**src/rtl/stream_demux.sv**
```systemverilog
// stream_demux: steers one valid/ready stream into per-channel one-deep holding registers by select;
// words with an out-of-range select are consumed, dropped and counted (saturating).
module stream_demux #(
    parameter int N_CH  = 3,
    parameter int W     = 8,
    parameter int SEL_W = 2
) (
    input  logic                clk,
    input  logic                rst_n,
    input  logic                up_valid,
    output logic                up_ready,
    input  logic [W-1:0]        up_data,
    input  logic [SEL_W-1:0]    up_sel,
    output logic [N_CH-1:0]     dn_valid,
    input  logic [N_CH-1:0]     dn_ready,
    output logic [N_CH*W-1:0]   dn_data,
    output logic [7:0]          drop_cnt,
    output logic                busy
);
    logic [N_CH-1:0]   r_valid;
    logic [N_CH*W-1:0] r_data;
    logic [7:0]        r_drop;
    logic [N_CH-1:0]   w_hit;
    logic [N_CH-1:0]   w_load;
    logic              w_accept;

    // one-hot decode; an out-of-range select hits nothing, so it is always ready
    for (genvar k = 0; k < N_CH; k++) begin : g_hit
        assign w_hit[k] = (up_sel == SEL_W'(k));
    end

    assign up_ready = ~|(w_hit & r_valid & ~dn_ready);
    assign w_accept = up_valid & up_ready;
    assign w_load   = w_hit & {N_CH{w_accept}};

    always_ff @(posedge clk or negedge rst_n) begin
        if (!rst_n) begin
            r_valid <= '0;
            r_data  <= '0;
            r_drop  <= '0;
        end else begin
            for (int k = 0; k < N_CH; k++) begin
                if (w_load[k]) begin
                    r_valid[k]         <= 1'b1;
                    r_data[k*W +: W]   <= up_data;
                end else if (dn_ready[k]) begin
                    r_valid[k]         <= 1'b0;
                end
            end
            if (w_accept && w_hit == '0 && r_drop != 8'hFF)
                r_drop <= r_drop + 8'd1;
        end
    end

    assign dn_valid = r_valid;
    assign dn_data  = r_data;
    assign drop_cnt = r_drop;
    assign busy     = |r_valid;
endmodule
```
**config.mk**
```make
export PLATFORM = sky130hd
export DESIGN_NAME = stream_demux
export DESIGN_NICKNAME = d
export VERILOG_FILES = /design/src/rtl/stream_demux.sv
export SDC_FILE = /design/constraint.sdc
export NUM_CORES = 1
export LEC_CHECK = 0
export CAP_MARGIN = 10
export CELL_PAD_IN_SITES_DETAIL_PLACEMENT = 0
export CELL_PAD_IN_SITES_GLOBAL_PLACEMENT = 1
export CORE_MARGIN = 1.5
export CORE_UTILIZATION = 34
export DETAILED_ROUTE_END_ITERATION = 8
export PLACE_DENSITY_LB_ADDON = 0.1
export SYNTH_ARGS = -nofsm -noshare
export SYNTH_HDL_FRONTEND = slang
export SYNTH_SLANG_ARGS = --single-unit
export TNS_END_PERCENT = 5
```
**constraint.sdc**
```tcl
create_clock -name clk -period 1.8 [get_ports clk]
set_clock_uncertainty 0.15 [all_clocks]
set_input_delay 0.27 -clock clk [delete_from_list [all_inputs] [get_ports clk]]
set_output_delay 0.27 -clock clk [all_outputs]
set_load 0.1 [all_outputs]
```
== Yosys cells after proc, flatten, opt, wreduce, memory -nomap -nowiden ==
Cells that the tools add are included.

* Add/sub/neg operators: 1
* Equal/unequal tests: 3
* Multiplexer cells: 6
* Bitwise gates (word level): 5
* Reductions and logical operators: 10

{| class="wikitable"
|+ Operators by type and width
! cell !! number
|-
| 3-bit AND || 3
|-
| 8-bit by 1-bit adder with 8-bit output, second input constant || 1
|-
| 8-bit inequality test, second input constant || 1
|-
| 1-bit 2-to-1 mux || 6
|-
| 2-bit nonzero test || 3
|-
| 3-bit OR reduction || 2
|-
| 3-bit logical NOT || 1
|-
| 3-bit NOT || 1
|-
| 2-bit by 1-bit equality test with 1-bit output, second input constant || 1
|-
| 2-bit equality test, second input constant || 1
|-
| 1-bit logical AND || 2
|-
| 2-bit logical NOT || 1
|-
| 1-bit AND || 1
|-
| 1-bit logical NOT || 1
|}

* Register bits: 35
* Input bits: 16
* Output and inout bits: 37
* Logic and storage cells: 32

== Depth between registers and ports, before layout ==
* Depth in word-level cells: 8
* Depth in mapped cells: 4
* Depth with buffers taken out: 4

== Least setup slack after synthesis ==
No wires, ideal clock.

* Path type: register -> output
* Start: reg r_valid[0] (netlist: dn_valid[0])
* End: out up_ready
* Data arrival time: 3200 ps
* Data required time: 1380 ps
* Setup slack: -1820 ps
* Cell stages (with the launch flop): 4
* Path buffers: 0
* Cell sequence: dfrtp_1 > nand2b_1 > o21ai_0 > o21ai_0

* Word-level cells in the longest chain between the ends: 4

{| class="wikitable"
|+ Ends and longest elaborated chain
! what !! RTL line !! source
|-
| from (decl) || 20 || <nowiki>logic [N_CH-1:0] r_valid;</nowiki>
|-
| from (signal assigned) || 38 || <nowiki>r_valid <= '0;</nowiki>
|-
| from (signal, indexed assignment) || 44 || <nowiki>r_valid[k] <= 1'b1;</nowiki>
|-
| from (signal, indexed assignment) || 47 || <nowiki>r_valid[k] <= 1'b0;</nowiki>
|-
| 3-bit AND (2 in series) || 32 || <nowiki>assign up_ready = ~|(w_hit & r_valid & ~dn_ready);</nowiki>
|-
| 3-bit OR reduction || 32 ||
|-
| 1-bit logical NOT || 32 ||
|-
| to (decl) || 11 || <nowiki>output logic up_ready,</nowiki>
|}

No other way between the ends.

== Worst setup path after layout ==
* Start: in up_sel[0]
* End: out up_ready

* Word-level cells in the longest chain between the ends: 5
* Elaborated cells on any way between the ends: 7
* Classes of those cells: eq/ne: 2; bitwise: 2; reduce/logical: 3

{| class="wikitable"
|+ Ends and longest elaborated chain
! what !! RTL line !! source
|-
| from (decl) || 13 || <nowiki>input logic [SEL_W-1:0] up_sel,</nowiki>
|-
| 2-bit by 1-bit equality test with 1-bit output (tied with other cells) || 29 || <nowiki>assign w_hit[k] = (up_sel == SEL_W'(k));</nowiki>
|-
| 3-bit AND * (2 in series) || 32 ||
|-
| 3-bit OR reduction * || 32 ||
|-
| 1-bit logical NOT * || 32 ||
|}

Every way passes the cells marked *; elsewhere a longest branch is shown, timed or not.

==> metrics.log <==
[metrics] worst-case register-to-register setup slack: approximately 0.060 ns
[metrics] GRT met3 Usage: 0.0649
[metrics] placed insts: around 220
[metrics] Detailed Route WL: 3600 µm
[metrics] multi-input gate area in the final layout: 644 µm²
[metrics] minimum clock period: 1.77 ns
[metrics] EDFF count, synth: 0
[metrics] clock latency of the later-clocked register in the worst-skew pair: 0.29 ns
[metrics] transition time of the tightest slew-check pin: between 0.4 and 0.5 ns
[metrics] yosys warns: 0
[metrics] initial antenna violation count: 0
[metrics] Worst Setup EP: up_ready
[metrics] deepest level of the CTS H-tree: 2
[metrics] worst supply voltage drop on vdd: 0.922 mV
[metrics] startpoint of the worst-slack reg-to-reg timing path: dn_valid[2]
[metrics] number of synthesized register bits: 35
[metrics] Via-to-Cell Ratio: 4.94
[metrics] HPWL Detailed: roughly 2600 µm
[metrics] switching power: around 2.1 mW
[metrics] wire per inst: between 15 and 20 µm
[metrics] syn_area_per_cell: 14.0 µm²
[metrics] final-layout setup total negative slack: 0 ns
[metrics] # port buffers: 52
[metrics] total iterations of the first detailed-routing run: 4
[metrics] GR met1 Demand/Resource: 0.199
[metrics] cell row count: 23
[metrics] maxcap violations: 0
[metrics] share of synthesized area occupied by flip-flops and latches: 0.596
[metrics] area of the placeable core: 4090 µm²
[metrics] setup slack after placement: -0.166 ns
[metrics] number of cells on the worst reg-to-reg path: 5
[metrics] final cycle utilization of the critical path: 0.985
[metrics] worst setup path startpoint: up_sel[0]
[metrics] clock transition at the registers of the reported paths: 0.07 ns
[metrics] cell area after synthesis: 1470 µm²
[metrics] setup repair after global routing missed its margin: yes
[metrics] Int Power: 2.26 mW
[metrics] Combinational Power Share: 0.568
[metrics] cell taking the most area after synthesis: sky130_fd_sc_hd__dfrtp_1
[metrics] top-area cell type share of the netlist area: 0.596
[metrics] Hold/Removal Path Class: in -> async
[metrics] reg-to-reg endpoint: dn_data[17]
[metrics] Remaining Overflow, GRT: 0
[metrics] routing usage on met2: 0.298
[metrics] Max Freq: between 0.5 and 0.6 GHz
[metrics] clock tree from TritonCTS: yes
[metrics] Bufs on Longest Clock Path: 2
[metrics] io pins: 53
[metrics] power per cell area: 1590 nW/µm²
[metrics] Num CTS Buffers: 5
[metrics] area of the die: approximately 4700 µm²
[metrics] count of endpoints failing setup in the final report: 0
[metrics] fraction of layout cells with a size suffix above 1: 0.614
[metrics] leakage power of the design: 1.19 nW
[metrics] Critical Path RT: 1.38 ns
[metrics] kind of end point of the critical path: primary output
[metrics] final weighted congestion in routability-driven placement: 0.679
[metrics] via count: 1116
[metrics] clock power share: 0.145
[metrics] post-synthesis async set-or-reset flop share: 1.00
[metrics] dominant cells by area after synthesis: sky130_fd_sc_hd__dfrtp_1 (60%), sky130_fd_sc_hd__mux2_2 (19%), sky130_fd_sc_hd__xor2_1 (2.4%)
[metrics] register share of total power: 0.287
[metrics] type of the worst setup path: in -> out
[metrics] launching element type of the critical path: input pin
[metrics] # hold bufs at CTS: 0
[metrics] Sw Ratio: 0.483
[metrics] Max Fanout on Critical Path: 8
[metrics] Netlist cell types: 29
[metrics] fill cell instance count of the final layout: ~280
[metrics] nets in the synthesized netlist: 122
[metrics] count of nets after finishing: 192
[metrics] area growth from synthesis to layout: 86.7%
[metrics] number of global-route vias before repair: 1198
[metrics] Mapped Cells: approximately 110
[metrics] maximum number of pins on one net before global-route repair: 36
[metrics] post-route ant nets: 0
[metrics] predominant post-synthesis flop cell: sky130_fd_sc_hd__dfrtp_1
[metrics] overall die height: between 60 and 70 µm
[metrics] run status: finished clean
[metrics] diode count: 0
[metrics] max-slew violation count: 0
[metrics] number of DRC markers in iteration 0: 21
[metrics] final non-filler cell total: 226
[metrics] Sequential Area: 907 µm²
[metrics] Setup WS post-layout: 0.0278 ns
[metrics] arrival time at the worst endpoint: 1.35 ns
[metrics] # DRC: 0
[metrics] final design utilization: 0.672
[metrics] clock root buffer master: sky130_fd_sc_hd__clkbuf_8
[metrics] global-route wire length before repair: between 5000 and 6000 µm
[metrics] initial core utilization: 0.360
[metrics] number of hold-slack violations in the final timing report: 0
[metrics] Most Crowded Layer GR: met2
[metrics] All-Layer GR Usage: 0.174
[metrics] horizontal extent of the die: 68.8 µm
[metrics] slew margin rel.: 0.695
[metrics] TritonCTS sink count: 35
through the flow:
stage | cell area, µm² | total power [mW] | hold WS (ns)
after global placement | 2610 | 3.70 | 0.373
after floorplan | 1560 | 2.70 | -0.176
after detailed placement | 2610 | 3.75 | 0.385
after CTS | 2720 | 4.40 | 0.277
after global routing | 2750 | 4.53 | 0.298
final | 2750 | 4.37 | 0.255
worst min-delay path by stage:
stage | startpoint | to | slack, ns | depth (start not counted)
finish | rst_n | drop_cnt[0] | 0.25 | 2
detailed placement | drop_cnt[7] | drop_cnt[7] | 0.38 | 1
CTS | rst_n | drop_cnt[0] | 0.28 | 2
global route | rst_n | drop_cnt[0] | 0.30 | 2
floorplan | rst_n | dn_data[0] | -0.18 | 0
global placement | drop_cnt[7] | drop_cnt[7] | 0.37 | 1
final cells by class:
class                           count  area share
Clock buffer                        7      0.0351
Clock inverter                      1     0.00273
Inverter                            1     0.00137
Multi-Input combinational cell     66       0.235
Sequential cell                    35       0.330
Tap cell                           50      0.0228
Timing Repair Buffer               66       0.373
Yosys cell counts, types with 2 or more instances:
cell type and count:
sky130_fd_sc_hd__dfrtp_1 35, sky130_fd_sc_hd__buf_2 2, sky130_fd_sc_hd__nand2_1 7, sky130_fd_sc_hd__nand2b_1 2
sky130_fd_sc_hd__and3_1 2, sky130_fd_sc_hd__mux2_2 25, sky130_fd_sc_hd__mux2i_1 2, sky130_fd_sc_hd__nor2b_1 2
sky130_fd_sc_hd__o21ai_0 3, sky130_fd_sc_hd__a211oi_1 2, sky130_fd_sc_hd__xor2_1 4, sky130_fd_sc_hd__nand3_1 2
power groups by stage:
| stage | sequential (mW) | clock [mW] | combinational [mW] |
|---|---|---|---|
| 2_1_floorplan | 2.43 | 0 | 0.274 |
| 3_3_place_gp | 1.25 | 0 | 2.45 |
| 3_5_place_dp | 1.26 | 0 | 2.49 |
| 4_1_cts | 1.25 | 0.662 | 2.48 |
| 5_1_grt | 1.28 | 0.694 | 2.55 |
| 6_report | 1.25 | 0.635 | 2.48 |
repair_timing:
| item | 4_1_cts | 5_1_grt |
|---|---|---|
| setup endpoints to repair | 2 | 4 |
| hold endpoints to repair | 0 | 0 |
| pin swaps | 1 | 1 |
| setup buffers | 0 | 2 |
| resized for setup | 2 | 3 |
flip-flops by register name, summed over array words and instances, names as in the netlist:
register	count
drop_cnt	8
dn_valid	3
dn_data	24
logic make-up after synthesis:
family | count (synthesis) | share of synthesized area
and+or+nand+nor | 25 | 0.109
xor gates and xnor gates | 5 | 0.0298
DFF | 35 | 0.596
muxes | 27 | 0.205
AOI/OAI and AO/OA | 8 | 0.0391
buffers and inverters | 4 | 0.0128
adders and majority gates | 1 | 0.00851
critical path: stages:
cell and delay [ns]:
sky130_fd_sc_hd__clkdlybuf4s50_1 0.47, sky130_fd_sc_hd__buf_6 0.14, sky130_fd_sc_hd__o21ai_1 0.08, sky130_fd_sc_hd__buf_4 0.14, sky130_fd_sc_hd__o21ai_4 0.06, sky130_fd_sc_hd__buf_12 0.19
cells in the final DEF (no fill, tap or decap), types with 2 or more instances in the layout:
master / netlist / final
sky130_fd_sc_hd__buf_4: 0 / 11
sky130_fd_sc_hd__clkdlybuf4s50_1: 0 / 14
sky130_fd_sc_hd__nand2_1: 7 / 7
sky130_fd_sc_hd__clkbuf_8: 0 / 7
sky130_fd_sc_hd__nand3_1: 2 / 2
sky130_fd_sc_hd__a211oi_1: 2 / 2
sky130_fd_sc_hd__nand2b_4: 0 / 2
sky130_fd_sc_hd__dfrtp_1: 35 / 24
sky130_fd_sc_hd__buf_12: 0 / 39
sky130_fd_sc_hd__dfrtp_2: 0 / 4
sky130_fd_sc_hd__dfrtp_4: 0 / 7
sky130_fd_sc_hd__xor2_1: 4 / 4
sky130_fd_sc_hd__mux2_2: 25 / 25
sky130_fd_sc_hd__nor2b_1: 2 / 2
sky130_fd_sc_hd__mux2i_1: 2 / 2
layer usage:
metal | wire (µm) | part of all wire
met1 | 1390 | 0.39
met2 | 1970 | 0.55
met3 | 183 | 0.051
met4 | 53 | 0.015
met5 | 0 | 0
No activity file was read; power rests on OpenSTA's default activity.
